--- src/rtl/iir_filter_pkg.sv ---
// Shared constants and FSM encoding for the first-order IIR low-pass filter.
package iir_filter_pkg;

  localparam int unsigned DW         = 16;
  localparam int unsigned CW         = 8;
  localparam int unsigned ACC_W      = DW + CW + 1;
  localparam int unsigned FRAC_SHIFT = 8;
  localparam logic [DW-1:0] SAT_MAX  = 16'hFFFF;

  typedef enum logic [1:0] {
    IDLE = 2'd0,
    ITER = 2'd1,
    OUT  = 2'd2
  } state_e;

endpackage

--- src/rtl/iir_filter_shift_add_mac.sv ---
// Dual-operand serial shift-add MAC: acc = a*x + b*y, one coefficient bit per clk.
module iir_shift_add_mac #(
  parameter int unsigned DW = 16,
  parameter int unsigned CW = 8
) (
  input  logic            clk,
  input  logic            rst,
  input  logic            start,
  input  logic [DW-1:0]   x,
  input  logic [DW-1:0]   y,
  input  logic [CW-1:0]   a,
  input  logic [CW-1:0]   b,
  output logic [DW+CW:0]  acc,
  output logic            done
);
  import iir_filter_pkg::*;

  localparam int unsigned AW = DW + CW + 1;
  localparam int unsigned IW = $clog2(CW);

  logic [AW-1:0] xs_q, xs_d, ys_q, ys_d, acc_q, acc_d;
  logic [CW-1:0] as_q, as_d, bs_q, bs_d;
  logic [IW-1:0] idx_q, idx_d;
  logic          run_q, run_d;

  // High during the cycle whose closing edge performs the last (MSB) add.
  assign done = run_q && (idx_q == IW'(CW - 1));
  assign acc  = acc_q;

  always_comb begin
    xs_d  = xs_q;
    ys_d  = ys_q;
    as_d  = as_q;
    bs_d  = bs_q;
    acc_d = acc_q;
    idx_d = idx_q;
    run_d = run_q;
    if (start) begin
      xs_d  = AW'(x);
      ys_d  = AW'(y);
      as_d  = a;
      bs_d  = b;
      acc_d = '0;
      idx_d = '0;
      run_d = 1'b1;
    end else if (run_q) begin
      acc_d = acc_q + (as_q[0] ? xs_q : '0) + (bs_q[0] ? ys_q : '0);
      xs_d  = xs_q << 1;
      ys_d  = ys_q << 1;
      as_d  = as_q >> 1;
      bs_d  = bs_q >> 1;
      idx_d = idx_q + 1'b1;
      if (done) begin
        run_d = 1'b0;
      end
    end
  end

  always_ff @(posedge clk) begin
    if (rst) begin
      xs_q  <= '0;
      ys_q  <= '0;
      as_q  <= '0;
      bs_q  <= '0;
      acc_q <= '0;
      idx_q <= '0;
      run_q <= 1'b0;
    end else begin
      xs_q  <= xs_d;
      ys_q  <= ys_d;
      as_q  <= as_d;
      bs_q  <= bs_d;
      acc_q <= acc_d;
      idx_q <= idx_d;
      run_q <= run_d;
    end
  end

endmodule

--- src/rtl/iir_filter.sv ---
// First-order IIR low-pass: y[n] = (a*x[n] + b*y[n-1]) >> 8, one sample per clk_slow rise.
// Define FILTER_ROUND_EN for round-half-up instead of truncation before the shift.
module iir_filter #(
  parameter int unsigned DW = 16,
  parameter int unsigned CW = 8
) (
  input  logic          clk,
  input  logic          rst,
  input  logic          clk_slow,
  input  logic [DW-1:0] din,
  input  logic [CW-1:0] a,
  input  logic [CW-1:0] b,
  output logic [DW-1:0] dout
);
  import iir_filter_pkg::*;

  localparam int unsigned AW = DW + CW + 1;
  localparam int unsigned RW = AW - FRAC_SHIFT;

  state_e          state_q, state_d;
  logic            clk_slow_q;
  logic            tick;
  logic [DW-1:0]   y_prev_q, y_prev_d;
  logic [DW-1:0]   dout_q, dout_d;
  logic            mac_start;
  logic            mac_done;
  logic [AW-1:0]   mac_acc;
  logic [AW-1:0]   acc_rnd;
  logic [RW-1:0]   res;

  // History resets high so a strobe already high at reset release is not a sample.
  assign tick = clk_slow & ~clk_slow_q;

  always_ff @(posedge clk) begin
    if (rst) begin
      clk_slow_q <= 1'b1;
    end else begin
      clk_slow_q <= clk_slow;
    end
  end

  iir_shift_add_mac #(
    .DW(DW),
    .CW(CW)
  ) u_mac (
    .clk   (clk),
    .rst   (rst),
    .start (mac_start),
    .x     (din),
    .y     (y_prev_q),
    .a     (a),
    .b     (b),
    .acc   (mac_acc),
    .done  (mac_done)
  );

`ifdef FILTER_ROUND_EN
  assign acc_rnd = mac_acc + (AW'(1) << (FRAC_SHIFT - 1));
`else
  assign acc_rnd = mac_acc;
`endif

  assign res = acc_rnd[AW-1:FRAC_SHIFT];

  always_comb begin
    state_d   = state_q;
    y_prev_d  = y_prev_q;
    dout_d    = dout_q;
    mac_start = 1'b0;
    unique case (state_q)
      IDLE: begin
        if (tick) begin
          mac_start = 1'b1;
          state_d   = ITER;
        end
      end
      ITER: begin
        if (mac_done) begin
          state_d = OUT;
        end
      end
      OUT: begin
        dout_d   = (|res[RW-1:DW]) ? '1 : res[DW-1:0];
        y_prev_d = dout_d;
        state_d  = IDLE;
      end
      default: state_d = IDLE;
    endcase
  end

  always_ff @(posedge clk) begin
    if (rst) begin
      state_q  <= IDLE;
      y_prev_q <= '0;
      dout_q   <= '0;
    end else begin
      state_q  <= state_d;
      y_prev_q <= y_prev_d;
      dout_q   <= dout_d;
    end
  end

  assign dout = dout_q;

endmodule

--- config.mk ---
export PLATFORM = sky130hd
export DESIGN_NAME = iir_filter
export DESIGN_NICKNAME = d
export VERILOG_FILES = /design/src/rtl/iir_filter_pkg.sv /design/src/rtl/iir_filter_shift_add_mac.sv /design/src/rtl/iir_filter.sv
export SDC_FILE = /design/constraint.sdc
export NUM_CORES = 1
export LEC_CHECK = 0
export ABC_AREA = 1
export CORE_ASPECT_RATIO = 1.1
export CORE_UTILIZATION = 54
export DETAILED_ROUTE_END_ITERATION = 8
export GPL_TIMING_DRIVEN = 0
export PLACE_DENSITY = 0.77
export SYNTH_ARGS = -nofsm -noshare
export SYNTH_HDL_FRONTEND = slang
export SYNTH_SLANG_ARGS = --single-unit
export TNS_END_PERCENT = 20
--- constraint.sdc ---
create_clock -name clk -period 2.7 [get_ports clk]
set_clock_uncertainty 0.1 [all_clocks]
set_input_delay 0.27 -clock clk [delete_from_list [all_inputs] [get_ports clk]]
set_output_delay 0.27 -clock clk [all_outputs]
set_load 0.01 [all_outputs]
-- Yosys cells after proc, flatten, opt, wreduce, memory -nomap -nowiden
Index checks and enable logic that the tools add are counted.
- bitwise logic cells: 2
- equality and inequality tests: 5
- mux-type cells: 19
- reductions and logical operators: 5
- add/sub/neg operators: 3
- operators with widths (kind ; count):
    16-bit two-way mux ; 5
    25-bit adder ; 2
    25-bit two-way mux ; 2
    8-bit two-way mux ; 4
    1-bit two-way mux ; 5
    2-bit two-way mux ; 2
    2-bit inequality test, second input constant ; 2
    2-bit case mux with 2 select lines ; 1
    3-bit by 1-bit adder with 3-bit output, second input constant ; 1
    3-bit equality test, second input constant ; 1
    2-bit by 1-bit equality test with 1-bit output, second input constant ; 1
    2-bit equality test, second input constant ; 1
    2-bit logical NOT ; 1
    2-bit AND reduction ; 1
    2-bit nonzero test ; 1
    2-bit OR reduction ; 1
    1-bit AND ; 1
    1-bit logical AND ; 1
    1-bit inverter ; 1
- register bits after elaboration: 114

-- Logic depth before layout (Yosys ltp)
Gate-level depths: netlist (run 1).
- depth in word-level cells: 5
- gate-level depth with buffers: 18
- mapped depth without buffers: 16

-- Cells and area by module
Synthesis (run 1) repeated with hierarchy kept, for this count alone.
- cells, all modules: 1071
- area, all modules: 7146.9 um^2
- modules (own cells, without submodules) (module ; cells each ; times used ; seq. area each (um^2) ; area each (um^2)):
    iir_shift_add_mac ; 936 ; 1 ; 1901.8 ; 6248.5
    iir_filter ; 135 ; 1 ; 380.4 ; 898.4

-- Least setup slack after synthesis (run 1)
No wires, ideal clock.
- path kind: reg-to-reg
- start: register u_mac.bs_q[0]
- end: register u_mac.acc_q[13], in the netlist u_mac.acc[13]
- library setup time: 0.113 ns
- path buffers: 2
- arrival: 2.479 ns
- slack: 0.008 ns
- period minus slack after synthesis: 2.692 ns
- cell stages (with the launch flop): 16
- path through: dfxtp_1 -> buf_2 -> clkbuf_1 -> nand2_1 -> fa_1 -> inv_1 -> ha_1 -> or2_1 -> nand2_1 -> o21ai_2 -> nand2_1 -> nand2_1 -> nand2_1 -> nand2_1 -> o21ai_1 -> inv_1
- word-level cells in the longest chain between the ends: 2
- RTL lines (item ; line ; source):
    start, declared ; iir_filter_shift_add_mac.sv:22 ; logic [CW-1:0] as_q, as_d, bs_q, bs_d;
    start signal, assigned ; iir_filter_shift_add_mac.sv:72 ; bs_q <= bs_d;
    25-bit two-way mux ; iir_filter_shift_add_mac.sv:47 ; acc_d = acc_q + (as_q[0] ? xs_q : '0) + (bs_q[0] ? ys_q : '0);
    25-bit adder ; iir_filter_shift_add_mac.sv:47 ;
    end signal, assigned ; iir_filter_shift_add_mac.sv:65 ; acc_q <= '0;
    end signal, assigned ; iir_filter_shift_add_mac.sv:73 ; acc_q <= acc_d;
    end, declared ; iir_filter_shift_add_mac.sv:21 ; logic [AW-1:0] xs_q, xs_d, ys_q, ys_d, acc_q, acc_d;
No other way between the ends.
A chain may end at the register's enable or synchronous reset.

-- Final worst setup path (run 1)
- start: register u_mac.bs_q[0]
- end: register u_mac.acc_q[21], in the netlist u_mac.acc[21]
Same word-level chain as after synthesis.

==> out/metrics.yaml, run 1 <==
outcome:
  status: "finished with violations"
  violations: "negative setup slack"
timing:
  holdWs_ns: 0.2638
  period_needed_ns: 2.768
  relSlewSlack_pct: 46.88
  fin_crit_sh_pct: 102.5
  slew_viol_final: 0
  fin_ws_ns: -0.06804
  hold_violations: 0
  max_freq_mhz: 361.3
  worst_slew_pin_slew_ns: 0.7968
  final-setup-viol-count: 9
  rsz0062_at_grt: "yes"
  setup_tns_ns: -0.2320
grt:
  grt_pass1_vias: 6794
  grt_pass1_wl_um: 33550
  grt-ovfl-total: 0
  gr-usage-all-layers_pct: 32.22
  grt_antenna_before_repair: 0
  grt_max_degree: 17
hold_path:
  hold_end: "clk_slow_q"
  hold_path_class: "input port to register"
  min_path_cells: 2
  hold_path_startpoint: "rst"
synth:
  synth_top_family_by_area: "simple AND/OR/NAND/NOR gates"
  syn_nets: 1140
  yosys.area_share.simple_pct: 29.16
  netlist_area_um2: 6990
  synthXorXnorAreaFrac_pct: 1.253
  synthCells: 1055
  yosysMostFrequentCell: "nand2_1"
  seq_area_frac_synth_pct: 32.65
  avgSynthCellArea_um2: 6.626
  synth-compound-area-share_pct: 12.26
  yosysTopAreaCell: "dfxtp_1"
  synth-edff-count: 0
  ys.flop_type: "dfxtp_1"
  ys_warn_count: 0
  synth_top_area_share_pct: 32.65
  synthAdderAreaFrac_pct: 11.63
  muxShareOfSynthArea_pct: 0
  synth_cell_type_count: 30
  ys_ff_latch: 114
  yosys-top-cells-count: "363 x nand2_1, 169 x inv_1, 114 x dfxtp_1"
  synthArstFlopShare_pct: 0
  netlist_top_cells_area: "dfxtp_1 33%, nand2_1 19%, inv_1 9.1%"
placed_design:
  io_buffers: 49
  gp_congestion: 0.9317
  placed_cell_area_um2: 7677
  post-dp-hpwl_um: 14660
  pre_cts_slack_ns: -0.5337
  dp.cells: 1261
setup_path:
  critPathArrivalTime_ns: 2.99
  path_max_fanout: 4
  reg2reg_depth: 16
  crit_type: "register to register"
  r2r-start: "u_mac.bs_q[0]"
  worst_r2r_endpoint: "u_mac.acc[21]"
  r2r_slack_ns: -0.07
  worstSetupEndpointType: "register"
  cp-start-kind: "register"
  cp.required_ns: 2.92
power:
  clkPwrFrac_pct: 51.7
  p_leak_uw: 0.004191
  p_sw_share_pct: 25.91
  p_per_area_nw_per_um2: 488.7
  p_switching_uw: 1187
  internal_power_uw: 3395
  p_seq_share_pct: 38.0
  pwr-share-comb_pct: 10.3
  peakVddDrop_uv: 750.9
clock_tree:
  clockBufferDepth: 2
  holdBufCountCts: 0
  cts_buffers: 17
  cts_sinks: 114
  h-tree-depth: 4
  clk_pin_slew_worst_paths_ns: 0.06
  worstSkewPairLatency_ns: 0.42
  root_buffer: "clkbuf_16"
  cts_tree: "done"
floorplan:
  fp.dieArea_um2: 13400
  die_h_um: 121.3
  initial_core_util_pct: 55.29
  ios: 51
  die_w_um: 110.5
  rows: 43
  core_um2: 12640
cells_and_area:
  fillCellCount: 945
  areaGrowthSynthToFinish_pct: 34.15
  multi_input_area_um2: 4539
  post-route-cell-area_um2: 9378
  stdcell_count: 1319
  diodes: 0
  drive_above_1_share_pct: 22.29
  final_nets: 1234
  regArea_um2: 2285
drt:
  drc: 0
  dr.pass1.iters: 6
  drt_iter0_markers: 729
  via_per_inst: 5.690
  post_drt_wl_per_cell_um: 17.31
  vias: 7505
  wl_um: 22830
  detail-route-antenna-nets: 0
job:
  drv_cap: 0
## area by class of cell
type / count / area share (%)
Buffer: 51 / 3.429
Clock buffer: 18 / 4.683
Clock inverter: 14 / 1.895
Inverter: 176 / 7.098
Multi-Input combinational cell: 714 / 48.41
Sequential cell: 114 / 24.36
Tap cell: 157 / 2.095
Timing Repair Buffer: 75 / 8.032
## how the worst max path moves through the flow
stage	start	end	slack [ns]	depth (start not counted)
floorplan	u_mac.bs_q[0]	u_mac.acc[13]	0.008	15
finish	u_mac.bs_q[0]	u_mac.acc[21]	-0.07	16
global route	u_mac.bs_q[0]	u_mac.acc[19]	-0.14	18
global placement	u_mac.bs_q[0]	u_mac.acc[21]	-0.47	14
detailed placement	u_mac.bs_q[0]	u_mac.acc[19]	-0.53	18
CTS	u_mac.bs_q[0]	u_mac.acc[22]	-0.02	16
## sequential cells by signal, indices dropped and copies added, names as in the netlist, 2 cells and up
register and count:
dout 16, state_q 2, u_mac.acc 25, u_mac.as_q 8, u_mac.bs_q 8, u_mac.idx_q 3
u_mac.xs_q 25, u_mac.ys_q 25
## routing by layer
layer	GRT usage, %	share of wire, %
met1	37.87	38
met2	55.47	49
met3	7.542	8.1
met4	15.42	4.7
met5	0	0
## power by group through the flow
| stage | combinational, uW | clock [uW] | sequential [uW] |
|---|---|---|---|
| after detailed placement | 368 | 0 | 1780 |
| after floorplan | 234 | 0 | 1770 |
| after global placement | 364 | 0 | 1770 |
| after global routing | 505 | 2440 | 1740 |
| final | 471 | 2370 | 1740 |
| after CTS | 410 | 2360 | 1740 |
## kinds of logic (layout without fill, tap and decap cells)
kind of cell | count (synthesis) | after routing
adders and majority gates | 50 | 50
xor gates and xnor gates | 10 | 10
and+or+nand+nor | 499 | 499
AOI/OAI and AO/OA | 155 | 155
DFF | 114 | 114
buffers and inverters | 227 | 334
## critical path, cell delays in order (launching register included)
cell	delay, ns
dfxtp_2	0.34
buf_4	0.14
buf_2	0.16
nand2_1	0.10
inv_1	0.06
fa_2	0.36
ha_4	0.18
fa_2	0.39
nand2_2	0.11
nand2_4	0.06
nand2_4	0.07
nand3b_1	0.16
nand3_1	0.09
nand2_1	0.09
nand3_2	0.11
nand2_1	0.11
inv_1	0.04
## stage by stage
| stage | total power (uW) | util, % |
|---|---|---|
| floorplan | 2004 | - |
| global placement | 2138 | 60.72 |
| detailed placement | 2143 | 60.72 |
| CTS | 4507 | 69.14 |
| global route | 4691 | 74.17 |
| finish | 4583 | 74.17 |
## cells in the final DEF, fill, tap and decap left out, types with 2 or more instances in the layout
master / synthesis / final
nand2_1: 363 / 296
inv_1: 169 / 148
dfxtp_1: 114 / 112
nand3_1: 77 / 62
a31oi_1: 60 / 60
nand2_2: 4 / 55
a21oi_1: 64 / 54
clkdlybuf4s50_1: 0 / 49
inv_2: 6 / 25
nor2_1: 37 / 24
clkbuf_1: 27 / 23
buf_4: 2 / 23
fa_1: 25 / 23
o21ai_0: 22 / 22
ha_4: 0 / 22
clkbuf_16: 0 / 21
buf_2: 18 / 17
nand2_4: 0 / 16
nand3_2: 1 / 14
nor2_4: 2 / 9
a21oi_2: 0 / 9
nor2_2: 3 / 9
o21ai_1: 7 / 7
xor2_1: 7 / 7
nand4_1: 6 / 6
buf_8: 0 / 5
buf_6: 4 / 4
clkinvlp_4: 0 / 4
xnor2_1: 3 / 3
ha_1: 25 / 3
inv_6: 0 / 3
clkinv_4: 0 / 3
bufinv_16: 0 / 3
nand3_4: 0 / 2
inv_4: 0 / 2
nand3b_1: 2 / 2
nor3_2: 0 / 2
fa_2: 0 / 2
dfxtp_2: 0 / 2
## timing repair
| action | 4_1_cts | 5_1_grt |
|---|---|---|
| gates resized for setup | 74 | 140 |
| buffers inserted | 5 | 15 |
| gates cloned | 1 | 5 |
| pin swaps | 15 | 80 |
| setup endpoints to repair | 20 | 18 |
Note: power is estimated with default switching activity, not from simulation.
==> inputs of run 2 (changes only) <==
--- a/config.mk
+++ b/config.mk
@@ -7,10 +7,10 @@
 export LEC_CHECK = 0
 export ABC_AREA = 1
 export CORE_ASPECT_RATIO = 1.1
-export CORE_UTILIZATION = 54
+export CORE_UTILIZATION = 45
 export DETAILED_ROUTE_END_ITERATION = 8
 export GPL_TIMING_DRIVEN = 0
-export PLACE_DENSITY = 0.77
+export PLACE_DENSITY = 0.66
 export SYNTH_ARGS = -nofsm -noshare
 export SYNTH_HDL_FRONTEND = slang
 export SYNTH_SLANG_ARGS = --single-unit
==> run 2 against run 1 <==
  * The run still ends with negative setup slack left
  * Cell area fell by 4.3%
  * Register-to-register slack better by 0.05 ns
  * Global-route usage shrank 6.1 points
  * Non-clock buffer count down 13
  * Largest cell class unchanged
  * Critical endpoint is now u_mac.acc[20]
  * Critical path depth down 1
  * Sequential share of layout area is 1.1 points higher
  * Cell count increased by 2.0%
  * Combinational power down 8.1%
  * Setup slack better by 0.045 ns
  * First-iteration DRC count down 31%
==> out/metrics.yaml, run 2 (synthesis results as in run 1) <==
outcome:
  status: "finished with violations"  # unchanged
  violations: "negative setup slack"  # unchanged
clock_tree:
  root_buffer: "clkbuf_16"  # unchanged
  worstSkewPairLatency_ns: 0.42  # about the same
  clockBufferDepth: 2  # unchanged
  h-tree-depth: 4  # unchanged
  holdBufCountCts: 0  # unchanged
  cts_tree: "done"  # unchanged
  cts_buffers: 17  # unchanged
  cts_sinks: 114  # unchanged
  clk_pin_slew_worst_paths_ns: 0.06  # about the same
timing:
  period_needed_ns: 2.723  # was 2.768 ns
  hold_violations: 0  # unchanged
  slew_viol_final: 0  # unchanged
  final-setup-viol-count: 1  # was 9
  max_freq_mhz: 367.3  # was 361.3 MHz
  relSlewSlack_pct: 58.84  # was 46.88%
  fin_crit_sh_pct: 100.8  # was 102.5%
  fin_ws_ns: -0.02266  # was -0.06804 ns
  rsz0062_at_grt: "yes"  # unchanged
  worst_slew_pin_slew_ns: 0.6174  # was 0.7968 ns
floorplan:
  core_um2: 15110  # was 12640 um2
  die_h_um: 132.7  # was 121.3 um
  fp.dieArea_um2: 16040  # was 13400 um2
  ios: 51  # unchanged
  initial_core_util_pct: 46.25  # was 55.29%
  die_w_um: 120.8  # was 110.5 um
  rows: 47  # was 43
drt:
  post_drt_wl_per_cell_um: 15.49  # was 17.31 um
  wl_um: 20840  # was 22830 um
  drt_iter0_markers: 501  # was 729
  detail-route-antenna-nets: 0  # unchanged
  via_per_inst: 5.152  # was 5.690
  dr.pass1.iters: 5  # was 6
  vias: 6930  # was 7505
  drc: 0  # unchanged
job:
  drv_cap: 0  # unchanged
grt:
  grt_pass1_vias: 6487  # was 6794
  gr-usage-all-layers_pct: 26.13  # was 32.22%
  grt_max_degree: 17  # unchanged
  grt_antenna_before_repair: 0  # unchanged
  grt-ovfl-total: 0  # unchanged
  grt_pass1_wl_um: 32510  # was 33550 um
setup_path:
  crit_type: "register to register"  # unchanged
  cp-start-kind: "register"  # unchanged
  reg2reg_depth: 15  # was 16
  worstSetupEndpointType: "register"  # unchanged
  cp.required_ns: 2.91  # was 2.92 ns
  startpoint: "u_mac.bs_q[0]"  # unchanged
  r2r_slack_ns: -0.02  # was -0.07 ns
  r2r-start: "u_mac.bs_q[0]"  # unchanged
  critPathArrivalTime_ns: 2.94  # was 2.99 ns
  path_max_fanout: 9  # was 4
  worst_r2r_endpoint: "u_mac.acc[20]"  # was u_mac.acc[21]
  crit_end: "u_mac.acc[20]"  # was u_mac.acc[21]
power:
  p_per_area_nw_per_um2: 482.3  # was 488.7 nW/um2
  peakVddDrop_uv: 466.8  # was 750.9 uV
  p_leak_uw: 0.003981  # was 0.004191 uW
cells_and_area:
  final_common_cell: "nand2_1"  # unchanged
  mostFrequentLayoutCells: "338 x nand2_1, 162 x inv_1, 112 x dfxtp_1"  # was 296 x nand2_1, 148 x inv_1, 112 x dfxtp_1
  areaGrowthSynthToFinish_pct: 28.37  # was 34.15%
  drive_above_1_share_pct: 15.32  # was 22.29%
  fin_util_pct: 59.38  # was 74.17%
  final_nets: 1221  # was 1234
  diodes: 0  # unchanged
  fillCellCount: 1446  # was 945
placed_design:
  post-dp-hpwl_um: 15450  # was 14660 um
  io_buffers: 49  # unchanged
  pre_cts_slack_ns: -0.5895  # was -0.5337 ns
  gp_congestion: 0.9027  # was 0.9317
hold_path:
  hold_path_class: "input port to register"  # unchanged
-- run 2: layer usage --
metal	vias to the layer above	track usage (%)	wire, um
li1	3472	-	-
met1	3234	32.77	9190
met2	188	44.22	10180
met3	36	4.526	887
met4	0	10.29	583
met5	-	0	0
-- run 2: final cells by class --
cell class / count / area (um2) / area share, %
inverter: 176 / 660.6 / 7.362
multi-input combinational: 714 / 4282 / 47.71
timing repair buffer: 62 / 591.8 / 6.595
tap: 196 / 245.2 / 2.733
buffer: 51 / 341.6 / 3.806
sequential: 114 / 2285 / 25.46
clock buffer: 18 / 439.2 / 4.894
clock inverter: 14 / 128.9 / 1.436
-- run 2: worst max-delay path: stages (launching register included) --
cell and delay, ns:
dfxtp_2 0.34, buf_12 0.14, clkbuf_16 0.15, nand2_1 0.08
fa_1 0.51, inv_1 0.07, ha_4 0.32, nand2_4 0.08
inv_1 0.09, nand2_1 0.07, nor2_2 0.11, nand3b_1 0.16
nand4_1 0.14, nand3_1 0.12, nand2_1 0.09, inv_1 0.04
-- run 2: worst min path at each step --
| stage | from | end | slack [ns] | cells after the start |
|---|---|---|---|---|
| finish | rst | clk_slow_q | 0.27 | 2 |
| global route | rst | clk_slow_q | 0.29 | 2 |
| CTS | rst | clk_slow_q | 0.28 | 2 |
| detailed placement | u_mac.bs_q[7] | u_mac.bs_q[7] | 0.36 | 2 |
| global placement | u_mac.bs_q[7] | u_mac.bs_q[7] | 0.35 | 2 |
| floorplan | clk_slow | clk_slow_q | 0.28 | 1 |
-- run 2: through the flow --
stage / power (uW) / area [um2] / hold WS (ns) / cells / setup TNS [ns]
6_report: 4328 / 8974 / 0.2705 / 1345 / -0.02266
4_1_cts: 4313 / 8741 / 0.2849 / 1338 / -0.01164
2_1_floorplan: 2004 / 6990 / 0.2766 / 1055 / 0
3_5_place_dp: 2147 / 7726 / 0.3607 / 1300 / -9.709
3_3_place_gp: 2144 / 7726 / 0.3518 / 1300 / -8.730
5_1_grt: 4459 / 8974 / 0.2934 / 1345 / -1.579
-- run 2: report_power, final --
group / switching (uW) / internal, uW
clock network: 857 / 1300
registers: 20.0 / 1720
logic: 261 / 172
-- run 2: repair_timing --
action | 4_1_cts | 5_1_grt
setup endpoints to repair | 21 | 20
setup buffers | 6 | 6
gates resized for setup | 71 | 58
cloned | 0 | 1
pin swaps | 16 | 21
